<file path="config.mk">
export PLATFORM = sky130hd
export DESIGN_NAME = line_buffer_11_rows
export DESIGN_NICKNAME = d
export VERILOG_FILES = /design/src/rtl/line_buffer_11_rows.sv
export SDC_FILE = /design/constraint.sdc
export NUM_CORES = 1
export LEC_CHECK = 0
export BUFFER_PORTS_ARGS = -buffer_cell sky130_fd_sc_hd__buf_2
export CAP_MARGIN = 20
export CELL_PAD_IN_SITES_DETAIL_PLACEMENT = 0
export CELL_PAD_IN_SITES_GLOBAL_PLACEMENT = 1
export CORE_ASPECT_RATIO = 1.75
export CORE_MARGIN = 4
export CORE_UTILIZATION = 54
export DETAILED_ROUTE_END_ITERATION = 10
export GPL_ROUTABILITY_DRIVEN = 1
export PLACE_DENSITY = 0.85
export SLEW_MARGIN = 10
export SYNTH_ARGS = -nofsm -noshare
export SYNTH_HDL_FRONTEND = slang
export SYNTH_SLANG_ARGS = --single-unit
export TNS_END_PERCENT = 50
</file>
<file path="constraint.sdc">
create_clock -name clk -period 12.45 [get_ports clk]
set_clock_uncertainty 0.2 [all_clocks]
set_input_delay 1.245 -clock clk [delete_from_list [all_inputs] [get_ports clk]]
set_output_delay 1.245 -clock clk [all_outputs]
set_load 0.1 [all_outputs]
</file>
<file path="src/rtl/line_buffer_11_rows.sv">
// Eleven-row line buffer: ten circular line memories plus the live pixel form one column of an 11-row stack per beat.
// Optional build macro LINE_BUFFER_11_TOP_PAD_EN: emit from row 0, with rows above the image padded as zero.
module line_buffer_11_rows #(
    parameter int unsigned COLS = 11,
    parameter int unsigned ROWS = 11
) (
    input  logic       clk,
    input  logic       rst,
    input  logic       done_i,
    input  logic [7:0] data_i,
    output logic [7:0] S1_o,
    output logic [7:0] S2_o,
    output logic [7:0] S3_o,
    output logic [7:0] S4_o,
    output logic [7:0] S5_o,
    output logic [7:0] S6_o,
    output logic [7:0] S7_o,
    output logic [7:0] S8_o,
    output logic [7:0] S9_o,
    output logic [7:0] S10_o,
    output logic [7:0] S11_o,
    output logic       done_o,
    output logic       progress_done_o
);

    localparam int unsigned DW    = 8;
    localparam int unsigned NMEM  = 10;
    localparam int unsigned NTAP  = NMEM + 1;
    localparam int unsigned COL_W = $clog2(COLS);
    localparam int unsigned ROW_W = $clog2(ROWS);

`ifdef LINE_BUFFER_11_TOP_PAD_EN
    localparam bit PAD_EN = 1'b1;
`else
    localparam bit PAD_EN = 1'b0;
`endif

    typedef enum logic [1:0] {
        IDLE   = 2'd0,
        FILL   = 2'd1,
        STREAM = 2'd2,
        DONE   = 2'd3
    } state_t;

    state_t             state_q, state_d;
    logic [COL_W-1:0]   col_q, col_d;
    logic [ROW_W-1:0]   row_q, row_d;
    logic [DW-1:0]      tap_q [NTAP];
    logic [DW-1:0]      tap_d [NTAP];
    logic               done_q, done_d;
    logic               prog_q, prog_d;

    logic [DW-1:0]      mem_q [NMEM][COLS];
    logic [DW-1:0]      rd    [NMEM];

    logic               accept;
    logic               col_wrap;
    logic               last_pix;

    assign accept   = done_i;
    assign col_wrap = (col_q == COL_W'(COLS - 1));
    assign last_pix = col_wrap && (row_q == ROW_W'(ROWS - 1));

    // Memory k-1 holds row r-k at every column; one shared pointer makes the update a row shift.
    always_comb begin
        for (int unsigned k = 0; k < NMEM; k++) begin
            rd[k] = mem_q[k][col_q];
        end
    end

    always_ff @(posedge clk) begin
        if (accept) begin
            mem_q[0][col_q] <= data_i;
            for (int unsigned k = 1; k < NMEM; k++) begin
                mem_q[k][col_q] <= mem_q[k-1][col_q];
            end
        end
    end

    // Next-state, counter and tap logic.
    always_comb begin
        state_d = state_q;
        col_d   = col_q;
        row_d   = row_q;
        done_d  = 1'b0;
        prog_d  = 1'b0;
        for (int unsigned k = 0; k < NTAP; k++) begin
            tap_d[k] = tap_q[k];
        end

        if (accept) begin
            tap_d[NTAP-1] = data_i;
            // Rows that do not yet exist in this frame read as zero, hiding stale memory.
            for (int unsigned k = 1; k <= NMEM; k++) begin
                tap_d[NTAP-1-k] = (row_q >= ROW_W'(k)) ? rd[k-1] : '0;
            end
            done_d = PAD_EN || (row_q >= ROW_W'(NMEM));

            if (last_pix) begin
                col_d   = '0;
                row_d   = '0;
                prog_d  = 1'b1;
                state_d = DONE;
            end else begin
                col_d = col_wrap ? '0 : col_q + COL_W'(1);
                if (col_wrap && (row_q != ROW_W'(ROWS - 1))) begin
                    row_d = row_q + ROW_W'(1);
                end
                state_d = (PAD_EN || (row_d >= ROW_W'(NMEM))) ? STREAM : FILL;
            end
        end else if (state_q == DONE) begin
            state_d = IDLE;
        end
    end

    always_ff @(posedge clk or posedge rst) begin
        if (rst) begin
            state_q <= IDLE;
            col_q   <= '0;
            row_q   <= '0;
            done_q  <= 1'b0;
            prog_q  <= 1'b0;
            for (int unsigned k = 0; k < NTAP; k++) begin
                tap_q[k] <= '0;
            end
        end else begin
            state_q <= state_d;
            col_q   <= col_d;
            row_q   <= row_d;
            done_q  <= done_d;
            prog_q  <= prog_d;
            for (int unsigned k = 0; k < NTAP; k++) begin
                tap_q[k] <= tap_d[k];
            end
        end
    end

    assign S1_o            = tap_q[0];
    assign S2_o            = tap_q[1];
    assign S3_o            = tap_q[2];
    assign S4_o            = tap_q[3];
    assign S5_o            = tap_q[4];
    assign S6_o            = tap_q[5];
    assign S7_o            = tap_q[6];
    assign S8_o            = tap_q[7];
    assign S9_o            = tap_q[8];
    assign S10_o           = tap_q[9];
    assign S11_o           = tap_q[10];
    assign done_o          = done_q;
    assign progress_done_o = prog_q;

endmodule

</file>
==> results.sh, run 1 <==
export IMPL_num_rows=128
export IMPL_period_needed_ns=5.040
export IMPL_drv_slew=0
export IMPL_min_path_type="register to register"
export IMPL_cts_tree="built"
export IMPL_yosys_register_bits=978
export IMPL_final_cell_mix="edfxtp_1 (880), mux4_2 (124), o21ai_0 (123)"
export IMPL_cts_num_sinks=978
export IMPL_ys_warnings_count=0
export IMPL_ys_seq_area_frac=0.7627
export IMPL_synthesis_instances=1964
export IMPL_rrSetupSlack_ns=7.41
export IMPL_portBuffers=100
export IMPL_synth_distinct_cells=52
export IMPL_cts_max_path_buffers=3
export IMPL_synth_edf_count=880
export IMPL_cts_resized=0
export IMPL_grt_total_usage=0.2414
export IMPL_grt_start_max_net_pins=132
export IMPL_design_core_area_sq_mm=0.06951
export IMPL_drt_iter0_drc=2209
export IMPL_powerDensity_mw_per_mm2=254.6
export IMPL_stdcell_count=3074
export IMPL_crit_end="mem_q[6][54]"
export IMPL_synth_top_family_by_area="multiplexers"
export IMPL_clk_latency_ns=0.63
export IMPL_hold_viol_final=0
export IMPL_num_fill_cells=4871
export IMPL_synth_flop_cell="edfxtp_1"
export IMPL_period_share=0.4048
export IMPL_rsz0062_at_grt="false"
export IMPL_reg2reg_depth=7
export IMPL_critical_path_class="register to register"
export IMPL_cts_hold_buf=0
export IMPL_synth_fp_nets=1979
export IMPL_crit_fanout=131
export IMPL_crit_start="col_q[1]"
export IMPL_cts_made_buffers=80
export IMPL_synth_compound_area_frac=0.06620
export IMPL_place_inst=2919
export IMPL_fmax_mhz=198.4
export IMPL_slew_headroom=0.2266
export IMPL_synthToLayoutAreaGrowth_pct=10.75
export IMPL_place_congestion=0.7708
export IMPL_cp_start_kind="register"
export IMPL_drc_errors=0
export IMPL_grt_first_pass_wirelength_um=134300
export IMPL_die_w_um=208.2
export IMPL_async_reset_ff_frac=0.1002
export IMPL_p_leak_nw=14.27
export IMPL_root_buffer="clkbuf_16"
export IMPL_r2r_start="col_q[1]"
export IMPL_die_y_um=358.3
export IMPL_antenna_found_initial=1
export IMPL_dr_total_vias=19963
export IMPL_ios=101
export IMPL_crit_arrival_ns=5.10
export IMPL_required_ns=12.51
export IMPL_netlist_area_sq_mm=0.03786
export IMPL_synth_xor_area_frac=0.0002313
export IMPL_fin_setup_tns_ns=0
export IMPL_worst_pin_slew_ns=1.160
export IMPL_synth_simple_area_share=0.02277
export IMPL_routedWlPerCell_um=29.39
export IMPL_first_pass_iters=5
export IMPL_synth_area_mux_share=0.1218
export IMPL_grt_pass1_vias=20650
export IMPL_setup_viol=0
export IMPL_status="complete, no violations"
export IMPL_yosys_area_share_adder=0.001322
export IMPL_start_util=0.5447
export IMPL_drtAntennaViolNets=0
export IMPL_drive_above_1_share=0.2270
export IMPL_maxCapViolations=0
export IMPL_synth_avg_cell_area_sq_um=19.28
export IMPL_post_cts_buffers=0
export IMPL_r2r_end="mem_q[6][54]"
export IMPL_clk_pin_slew_ns=0.07
export IMPL_routed_wl_um=90350
export IMPL_die_area_sq_mm=0.07458
export IMPL_overflow=0
export IMPL_crit_path_end_kind="register"
export IMPL_dpl_hpwl_um=49410
export IMPL_final_common_cell="edfxtp_1"
export IMPL_viasPerCell=6.494
export IMPL_ir_drop_mv=0.2128
export IMPL_nNetsFinal=2113
export IMPL_htree_levels=3
==> Yosys cell counts (2+ instances only) <==
| library cell | n | share of area |
|---|---|---|
| mux4_2 | 124 | 0.074 |
| edfxtp_1 | 880 | 0.70 |
| buf_6 | 19 | 0.0057 |
| nor3b_2 | 2 | 0.00066 |
| dfrtp_1 | 98 | 0.065 |
| nand2b_1 | 3 | 0.00050 |
| buf_2 | 37 | 0.0049 |
| o21ai_0 | 124 | 0.016 |
| mux2_2 | 52 | 0.015 |
| a32o_1 | 8 | 0.0021 |
| buf_12 | 2 | 0.0011 |
| a21oi_1 | 24 | 0.0032 |
| o221ai_1 | 50 | 0.012 |
| a31oi_1 | 2 | 0.00033 |
| buf_1 | 8 | 0.00079 |
| nand2_1 | 66 | 0.0065 |
| a31o_2 | 4 | 0.00093 |
| a22o_1 | 27 | 0.0062 |
| inv_1 | 57 | 0.0057 |
| nand3_1 | 12 | 0.0016 |
| nand3b_1 | 2 | 0.00040 |
| buf_8 | 2 | 0.00079 |
| nor4_1 | 3 | 0.00050 |
| clkbuf_1 | 34 | 0.0034 |
| nor2_1 | 35 | 0.0035 |
| nor2b_1 | 25 | 0.0041 |
| ha_1 | 4 | 0.0013 |
| and2_1 | 8 | 0.0013 |
| a22oi_1 | 88 | 0.017 |
| a221o_1 | 20 | 0.0053 |
| mux4_1 | 18 | 0.012 |
| o21ai_1 | 11 | 0.0015 |
| mux2_4 | 6 | 0.0024 |
| a21o_1 | 3 | 0.00059 |
| mux2i_1 | 66 | 0.017 |
| nor3_1 | 12 | 0.0016 |
| buf_4 | 13 | 0.0026 |
==> report_power, final <==
group          total [mW]  internal (mW)  switching, mW
logic                3.24          0.896           2.35
clock network        2.49           1.36           1.12
registers            4.95           4.71          0.234
total                10.7           6.97           3.70
==> area by class of cell <==
| cell class | count | area (sq um) | share of cell area |
|---|---|---|---|
| multi-input cells | 813 | 8103 | 0.1932 |
| clock inverters | 43 | 381.6 | 0.009101 |
| flip-flops and latches | 978 | 28890 | 0.6890 |
| clock buffers | 104 | 2175 | 0.05186 |
| inverters | 58 | 222.7 | 0.005312 |
| diodes | 1 | 2.502 | 0.00005968 |
| repair buffers | 167 | 1016 | 0.02423 |
| well taps | 910 | 1139 | 0.02716 |
==> worst min-delay path by stage <==
| stage | from | end | slack (ns) | cells past startpoint |
|---|---|---|---|---|
| 6_report | S11_o[6] | S11_o[6] | 0.30 | 1 |
| 5_1_grt | S11_o[6] | S11_o[6] | 0.32 | 1 |
| 4_1_cts | S11_o[6] | S11_o[6] | 0.31 | 1 |
| 3_5_place_dp | S11_o[4] | S11_o[4] | 0.29 | 1 |
| 3_3_place_gp | S11_o[0] | S11_o[0] | 0.28 | 1 |
| 2_1_floorplan | row_q[0] | row_q[0] | 0.32 | 2 |
==> layer usage <==
metal	global-route usage	vias up	routed length, um
li1	-	8252	-
met1	0.3100	10469	33310
met2	0.4289	1045	47540
met3	0.03134	197	6611
met4	0.08532	0	2886
met5	0	-	0
==> stage by stage <==
| step | power, mW | area [sq um] | setup WS (ns) | utilization | hold slack (ns) |
|---|---|---|---|---|---|
| 5_1_grt | 11.06 | 41930 | 7.222 | 0.6032 | 0.3226 |
| 4_1_cts | 10.67 | 41880 | 7.450 | 0.6026 | 0.3064 |
| 3_3_place_gp | 8.074 | 39300 | 7.562 | 0.5653 | 0.2834 |
| 2_1_floorplan | 7.227 | 37860 | 2.142 | - | 0.3165 |
| 6_report | 10.68 | 41930 | 7.410 | 0.6032 | 0.3045 |
| 3_5_place_dp | 8.206 | 39330 | 7.454 | 0.5658 | 0.2897 |
==> cell families after synthesis <==
family | after synthesis
buf+inv | 173
fa+ha+maj | 4
compound gates | 364
simple gates | 177
mux | 267
flops | 978
xor+xnor | 1
==> critical path, cell delays in order, from the launching register on <==
cell and delay [ns]:
dfrtp_4 0.80, buf_12 0.52, buf_4 0.68, buf_4 0.78, mux2i_1 0.20, o221ai_1 0.20
o21ai_0 0.15, o21ai_0 0.89
==> sequential cells by signal (all words and copies together), names as in the netlist, 8 cells and up <==
signal and count:
S2_o 8, S7_o 8, S8_o 8, mem_q 880, S4_o 8, S6_o 8, S3_o 8, S1_o 8
S9_o 8, S10_o 8, S11_o 8, S5_o 8
Note: power is estimated with default switching activity, not from simulation.
==> run 2: changes to the inputs <==
==> constraint.sdc (replaced) <==
create_clock -name clk -period 5.25 [get_ports clk]
set_clock_uncertainty 0.2 [all_clocks]
set_input_delay 0.525 -clock clk [delete_from_list [all_inputs] [get_ports clk]]
set_output_delay 0.525 -clock clk [all_outputs]
set_load 0.1 [all_outputs]
==> run 2 against run 1 <==
  * Hold slack lost 0.27 ns
  * Setup slack lost 6.0 ns
  * Clock power grew to 2.5 times the previous value
  * Sequential power grew 140%
  * Cell area grew 1.0%
  * Die area is the same
==> results.sh, run 2 (synthesis gave the netlist of run 1 again) <==
export IMPL_final_cell_mix="edfxtp_1 (880), mux4_2 (124), o21ai_0 (124)"
export IMPL_period_needed_ns=3.850
export IMPL_critPathBufInv=1
export IMPL_critical_path_class="register to register"
export IMPL_crit_top_cell="o21ai_0"
export IMPL_rrSetupSlack_ns=1.40
export IMPL_critPathSlowestCell="o21ai_0"
export IMPL_drv_slew=0
export IMPL_setup_viol=0
export IMPL_reg2reg_depth=5
export IMPL_overflow=0
export IMPL_diodes=0
export IMPL_grt_first_pass_wirelength_um=132400
export IMPL_final_common_cell="edfxtp_1"
export IMPL_cts_max_path_buffers=3
export IMPL_slew_headroom=0.2103
export IMPL_cts_hold_buf=4
export IMPL_clkPwrFrac=0.246
export IMPL_clk_latency_ns=0.63
export IMPL_powerDensity_mw_per_mm2=607.6
export IMPL_clk_pin_slew_ns=0.07
export IMPL_routedWlPerCell_um=29.08
export IMPL_crit_start="col_q[1]"
export IMPL_largest_reg_flops=880
export IMPL_drt_iter0_drc=2044
export IMPL_path_cells="nand2b_2 > buf_12 > o221ai_1 > o21ai_0 > o21ai_0"
export IMPL_status="complete, no violations"
export IMPL_internal_power_mw=16.92
export IMPL_cts_made_buffers=80
export IMPL_p_switching_mw=8.823
export IMPL_min_from="data_i[6]"
export IMPL_crit_fanout=49
export IMPL_ir_drop_mv=0.3422
export IMPL_required_ns=5.30
export IMPL_rsz0062_at_grt="false"
export IMPL_power_total_mw=25.74
export IMPL_crit_arrival_ns=3.90
export IMPL_crit_end="mem_q[4][86]"
export IMPL_cpPeakStageDelay_ns=0.95
export IMPL_portBuffers=100
export IMPL_nNetsFinal=2116
export IMPL_routed_wl_um=89550
export IMPL_cp_start_kind="register"
export IMPL_top_layer_used="met4"
export IMPL_ios=101
export IMPL_min_path_type="input pin to register"
export IMPL_r2r_start="col_q[1]"
export IMPL_num_rows=128
export IMPL_wl_met2_um=46940
export IMPL_grt_pass1_vias=20395
export IMPL_p_leak_nw=14.41
export IMPL_stdcell_count=3079
export IMPL_period_share=0.7334
export IMPL_grt_total_usage=0.2377
export IMPL_antenna_found_initial=2
export IMPL_crit_path_end_kind="register"
export IMPL_viasPerCell=6.411
export IMPL_drc_errors=0
export IMPL_cts_tree="built"
export IMPL_synthToLayoutAreaGrowth_pct=11.90
export IMPL_worst_pin_slew_ns=1.172
export IMPL_dr_total_vias=19741
export IMPL_die_w_um=208.2
export IMPL_hold_viol_final=0
export IMPL_first_pass_iters=6
export IMPL_num_fill_cells=4804
export IMPL_place_inst=2914
export IMPL_htree_levels=3
export IMPL_grt_start_max_net_pins=106
export IMPL_drive_above_1_share=0.2328
export IMPL_cts_resized=0
export IMPL_fin_area_sq_mm=0.04237
export IMPL_cts_num_sinks=978
export IMPL_root_buffer="clkbuf_16"
export IMPL_maxCapViolations=0
export IMPL_dpl_hpwl_um=48540
export IMPL_place_congestion=0.8194
export IMPL_combPwrFrac=0.298
export IMPL_crit_cells=5
export IMPL_start_util=0.5447
export IMPL_top_register="mem_q"
export IMPL_switching_share=0.3428
export IMPL_r2r_end="mem_q[4][86]"
export IMPL_design_core_area_sq_mm=0.06951
export IMPL_cp_top_family="compound AO/OA/AOI/OAI gates"
export IMPL_drtAntennaViolNets=0
export IMPL_whs_path_depth=1
export IMPL_seqPwrFrac=0.457
export IMPL_post_cts_buffers=0
export IMPL_dr_wl_met3_um=7028
export IMPL_wl_met1_um=32540
export IMPL_die_y_um=358.3
export IMPL_die_area_sq_mm=0.07458
export IMPL_post_dp_cell_area_sq_mm=0.03947
export IMPL_fmax_mhz=259.7
==> run 2: cell count changes in the layout (fill, tap and decap cells not counted), moves of 2 or more <==
cell	before	now
bufinv_16	6	13
clkinvlp_4	2	8
clkinv_4	0	2
buf_12	2	14
nor4_2	2	0
clkinv_2	16	11
clkinv_1	16	5
dlygate4sd3_1	0	4
clkinv_8	2	0
buf_4	57	41
inv_6	2	5
buf_2	104	108
inv_16	0	2
nor4_4	0	2
==> run 2: through the flow <==
stage | setup slack, ns | util | hold slack (ns) | setup TNS, ns
finish | 1.400 | 0.6095 | 0.03219 | 0
global route | 1.152 | 0.6095 | 0.04538 | 0
CTS | 1.398 | 0.6086 | 0.006892 | 0
detailed placement | 1.393 | 0.5679 | 0.2949 | 0
global placement | 1.564 | 0.5679 | 0.2845 | 0
floorplan | -2.279 | - | 0.3165 | -994.50
==> run 2: worst min-delay path by stage <==
stage	to	slack (ns)
after global routing	mem_q[0][24]	0.05
final	mem_q[0][46]	0.03
after detailed placement	S11_o[6]	0.29
after global placement	S11_o[6]	0.28
after CTS	mem_q[0][46]	0.007
after floorplan	row_q[0]	0.32
==> run 2: area by class of cell <==
type / count / area (sq um) / share of cell area
Multi-Input combinational cell: 813 / 8134 / 0.1920
Inverter: 58 / 222.7 / 0.005257
Sequential cell: 978 / 28890 / 0.6819
Timing Repair Buffer: 170 / 1191 / 0.02812
Clock buffer: 104 / 2163 / 0.05106
Tap cell: 910 / 1139 / 0.02688
Clock inverter: 46 / 625.6 / 0.01477
==> run 2: routing by layer <==
metal | GRT usage | vias up
li1 | - | 8256
met1 | 0.3043 | 10238
met2 | 0.4210 | 1042
met3 | 0.03117 | 205
met4 | 0.08808 | 0
met5 | 0 | -
==> run 2: power groups by stage <==
| stage | Combinational (mW) | Clock (mW) | Sequential, mW |
|---|---|---|---|
| finish | 7.67 | 6.32 | 11.8 |
| global route | 8.12 | 6.73 | 11.8 |
| CTS | 7.59 | 6.39 | 11.8 |
| detailed placement | 7.55 | 0 | 11.9 |
| global placement | 7.32 | 0 | 11.9 |
| floorplan | 4.46 | 0 | 12.7 |
==> run 3: changes to the inputs <==
--- a/config.mk
+++ b/config.mk
@@ -5,16 +5,17 @@
 export SDC_FILE = /design/constraint.sdc
 export NUM_CORES = 1
 export LEC_CHECK = 0
+export ABC_AREA = 1
 export BUFFER_PORTS_ARGS = -buffer_cell sky130_fd_sc_hd__buf_2
 export CAP_MARGIN = 20
 export CELL_PAD_IN_SITES_DETAIL_PLACEMENT = 0
 export CELL_PAD_IN_SITES_GLOBAL_PLACEMENT = 1
 export CORE_ASPECT_RATIO = 1.75
 export CORE_MARGIN = 4
-export CORE_UTILIZATION = 54
+export CORE_UTILIZATION = 45
 export DETAILED_ROUTE_END_ITERATION = 10
 export GPL_ROUTABILITY_DRIVEN = 1
-export PLACE_DENSITY = 0.85
+export PLACE_DENSITY = 0.81
 export SLEW_MARGIN = 10
 export SYNTH_ARGS = -nofsm -noshare
 export SYNTH_HDL_FRONTEND = slang
==> constraint.sdc (replaced) <==
create_clock -name clk -period 3.3 [get_ports clk]
set_clock_uncertainty 0.2 [all_clocks]
set_input_delay 0.33 -clock clk [delete_from_list [all_inputs] [get_ports clk]]
set_output_delay 0.33 -clock clk [all_outputs]
set_load 0.1 [all_outputs]
==> run 3 against run 2 <==
  * Combinational power is 98% higher
  * Cell count rose by 60%
  * Core utilization is 9.6 points lower
  * Critical path type unchanged
  * Critical endpoint is now mem_q[8][51]
  * Via count up 30%
  * Global-route usage is 2.1 points lower
  * Wire length rose by 13%
  * Sequential power rose by 54%
  * Cell area increased by 5.5%
==> results.sh, run 3 <==
export IMPL_synth_top_area_frac=0.6676
export IMPL_drtAntennaViolNets=0
export IMPL_die_w_um=232.2
export IMPL_maxCapViolations=0
export IMPL_routedWlPerCell_um=20.47
export IMPL_yosys_register_bits=978
export IMPL_ys_seq_area_frac=0.7296
export IMPL_antenna_found_initial=0
export IMPL_num_rows=143
export IMPL_netlist_area_sq_mm=0.03958
export IMPL_synth_distinct_cells=28
export IMPL_place_congestion=0.7746
export IMPL_cts_tree="built"
export IMPL_clk_pin_slew_ns=0.07
export IMPL_crit_path_end_kind="register"
export IMPL_cpPeakStageDelay_ns=0.68
export IMPL_routed_wl_um=100900
export IMPL_stdcell_count=4928
export IMPL_worst_pin_slew_ns=0.9484
export IMPL_crit_fanout=49
export IMPL_drc_errors=0
export IMPL_critical_path_class="register to register"
export IMPL_cts_max_path_buffers=3
export IMPL_diodes=0
export IMPL_htree_levels=3
export IMPL_portBuffers=100
export IMPL_cts_num_sinks=978
export IMPL_cts_made_buffers=83
export IMPL_holdWs_ns=0.1705
export IMPL_die_y_um=400.3
export IMPL_async_reset_ff_frac=0.1002
export IMPL_nNetsFinal=3713
export IMPL_drv_slew=0
export IMPL_die_area_sq_mm=0.09295
export IMPL_r2r_end="mem_q[8][51]"
export IMPL_grt_pass1_vias=25509
export IMPL_post_dp_cell_area_sq_mm=0.04177
export IMPL_fin_setup_tns_ns=0
export IMPL_crit_arrival_ns=2.81
export IMPL_final_cell_mix="nand2_1 (2,042), edfxtp_1 (880), nand3_1 (318)"
export IMPL_synth_avg_cell_area_sq_um=11.02
export IMPL_yosysTopAreaCell="edfxtp_1"
export IMPL_path_cells="buf_4 > nand2_1 > nand2_1 > nand2_1 > nand3_1"
export IMPL_hold_viol_final=0
export IMPL_grt_total_usage=0.2170
export IMPL_min_path_type="input pin to async pin"
export IMPL_place_inst=4757
export IMPL_setup_viol=0
export IMPL_r2r_start="col_q[1]"
export IMPL_ios=101
export IMPL_fmax_mhz=382.1
export IMPL_synthTopCellsByCount="nand2_1 (2,042), edfxtp_1 (880), nand3_1 (318), buf_2 (99), dfrtp_1 (98)"
export IMPL_period_needed_ns=2.617
export IMPL_ys_warnings_count=0
export IMPL_dr_total_vias=25678
export IMPL_required_ns=3.49
export IMPL_design_core_area_sq_mm=0.08713
export IMPL_num_fill_cells=7625
export IMPL_slew_headroom=0.3677
export IMPL_reg2reg_depth=5
export IMPL_final_common_cell="nand2_1"
export IMPL_synth_area_top_cells="edfxtp_1 (67%), nand2_1 (19%), dfrtp_1 (6.2%), nand3_1 (4.0%), buf_2 (1.3%)"
export IMPL_multi_input_area_sq_mm=0.009674
export IMPL_synthToLayoutAreaGrowth_pct=12.97
export IMPL_synthesis_instances=3593
export IMPL_clk_latency_ns=0.68
export IMPL_status="complete, no violations"
export IMPL_synth_flop_cell="edfxtp_1"
export IMPL_dpl_hpwl_um=54830
export IMPL_drt_iter0_drc=2237
export IMPL_grt_start_max_net_pins=123
export IMPL_register_area_sq_mm=0.02889
export IMPL_grt_first_pass_wirelength_um=153700
export IMPL_ir_drop_mv=0.8189
export IMPL_critPathSlowestCell="dfrtp_4"
export IMPL_rrSetupSlack_ns=0.68
export IMPL_fin_area_sq_mm=0.04471
export IMPL_first_pass_iters=5
export IMPL_synth_most_common_cell="nand2_1"
export IMPL_root_buffer="clkbuf_16"
export IMPL_p_leak_nw=18.31
export IMPL_drive_above_1_share=0.09368
export IMPL_crit_top_cell="nand2_1"
export IMPL_synth_edf_count=880
export IMPL_synth_fp_nets=3608
export IMPL_period_share=0.7930
export IMPL_power_total_mw=43.46
export IMPL_cp_start_kind="register"
export IMPL_powerDensity_mw_per_mm2=972.1
export IMPL_viasPerCell=5.211
export IMPL_start_util=0.4543
export IMPL_top_register="mem_q"
export IMPL_overflow=0
export IMPL_rsz0062_at_grt="false"
export IMPL_largest_reg_flops=880
==> run 3: changes by cell type in the layout (fill, tap and decap cells not counted), moves of 27 or more <==
cell / change
nand2_1: +1976
o221ai_1: -50
a22oi_1: -88
mux4_2: -124
o21ai_0: -120
mux2i_1: -66
a22o_1: -27
nand3_1: +306
inv_1: -42
nor2_1: -30
mux2_2: -52
==> run 3: routing by layer <==
layer | GRT usage | wire (um)
met5 | 0 | 0
met2 | 0.3812 | 51570
met4 | 0.08270 | 3730
met1 | 0.2683 | 38820
met3 | 0.03582 | 6755
==> run 3: what timing repair did <==
action                                 in CTS  in global routing
endpoints found under the hold margin     149                  0
setup buffers                               0                  0
hold buffers                               16                  0
gates resized for setup                     0                  0
==> run 3: metrics by stage <==
| stage | setup WS, ns | utilization |
|---|---|---|
| final | 0.6829 | 0.5132 |
| after global routing | 0.5074 | 0.5132 |
| after CTS | 0.6853 | 0.5132 |
| after detailed placement | 0.7196 | 0.4793 |
| after global placement | 0.7357 | 0.4793 |
| after floorplan | -0.5910 | - |
==> run 3: report_power, final <==
group	switching (mW)	internal, mW
clock network	4.46	5.65
logic	12.2	2.93
registers	0.671	17.5
total	17.4	26.1
==> run 3: worst max-delay path, delay by kind of cell, from the launching register on <==
family | cells | cell delay, ns
and+or+nand+nor | 4 | 0.80
DFF | 1 | 0.68
buffers and inverters | 1 | 0.60
==> run 3: worst max-delay path by stage <==
| stage | startpoint | to | cells after the start |
|---|---|---|---|
| after global placement | col_q[0] | mem_q[7][67] | 8 |
| after floorplan | col_q[1] | mem_q[0][40] | 5 |
| after CTS | col_q[1] | mem_q[8][51] | 5 |
| final | col_q[1] | mem_q[8][51] | 5 |
| after global routing | col_q[0] | S4_o[3] | 10 |
| after detailed placement | col_q[1] | mem_q[8][51] | 5 |
==> run 3: layout make-up <==
class,count,share of cell area
timing repair buffer,207,0.04069
sequential,978,0.6460
inverter,20,0.002155
tap,1160,0.03246
multi-input combinational,2408,0.2164
clock inverter,47,0.01198
clock buffer,108,0.05037
==> run 3: kinds of logic (layout without fill, tap and decap cells) <==
family / Yosys count / in the layout / share of synthesized area
AOI/OAI and AO/OA: 14 / 14 / 0.001960
xor gates and xnor gates: 1 / 1 / 0.0002213
adders and majority gates: 4 / 4 / 0.001264
buffers and inverters: 207 / 382 / 0.02845
DFF: 978 / 978 / 0.7296
and+or+nand+nor: 2389 / 2389 / 0.2385
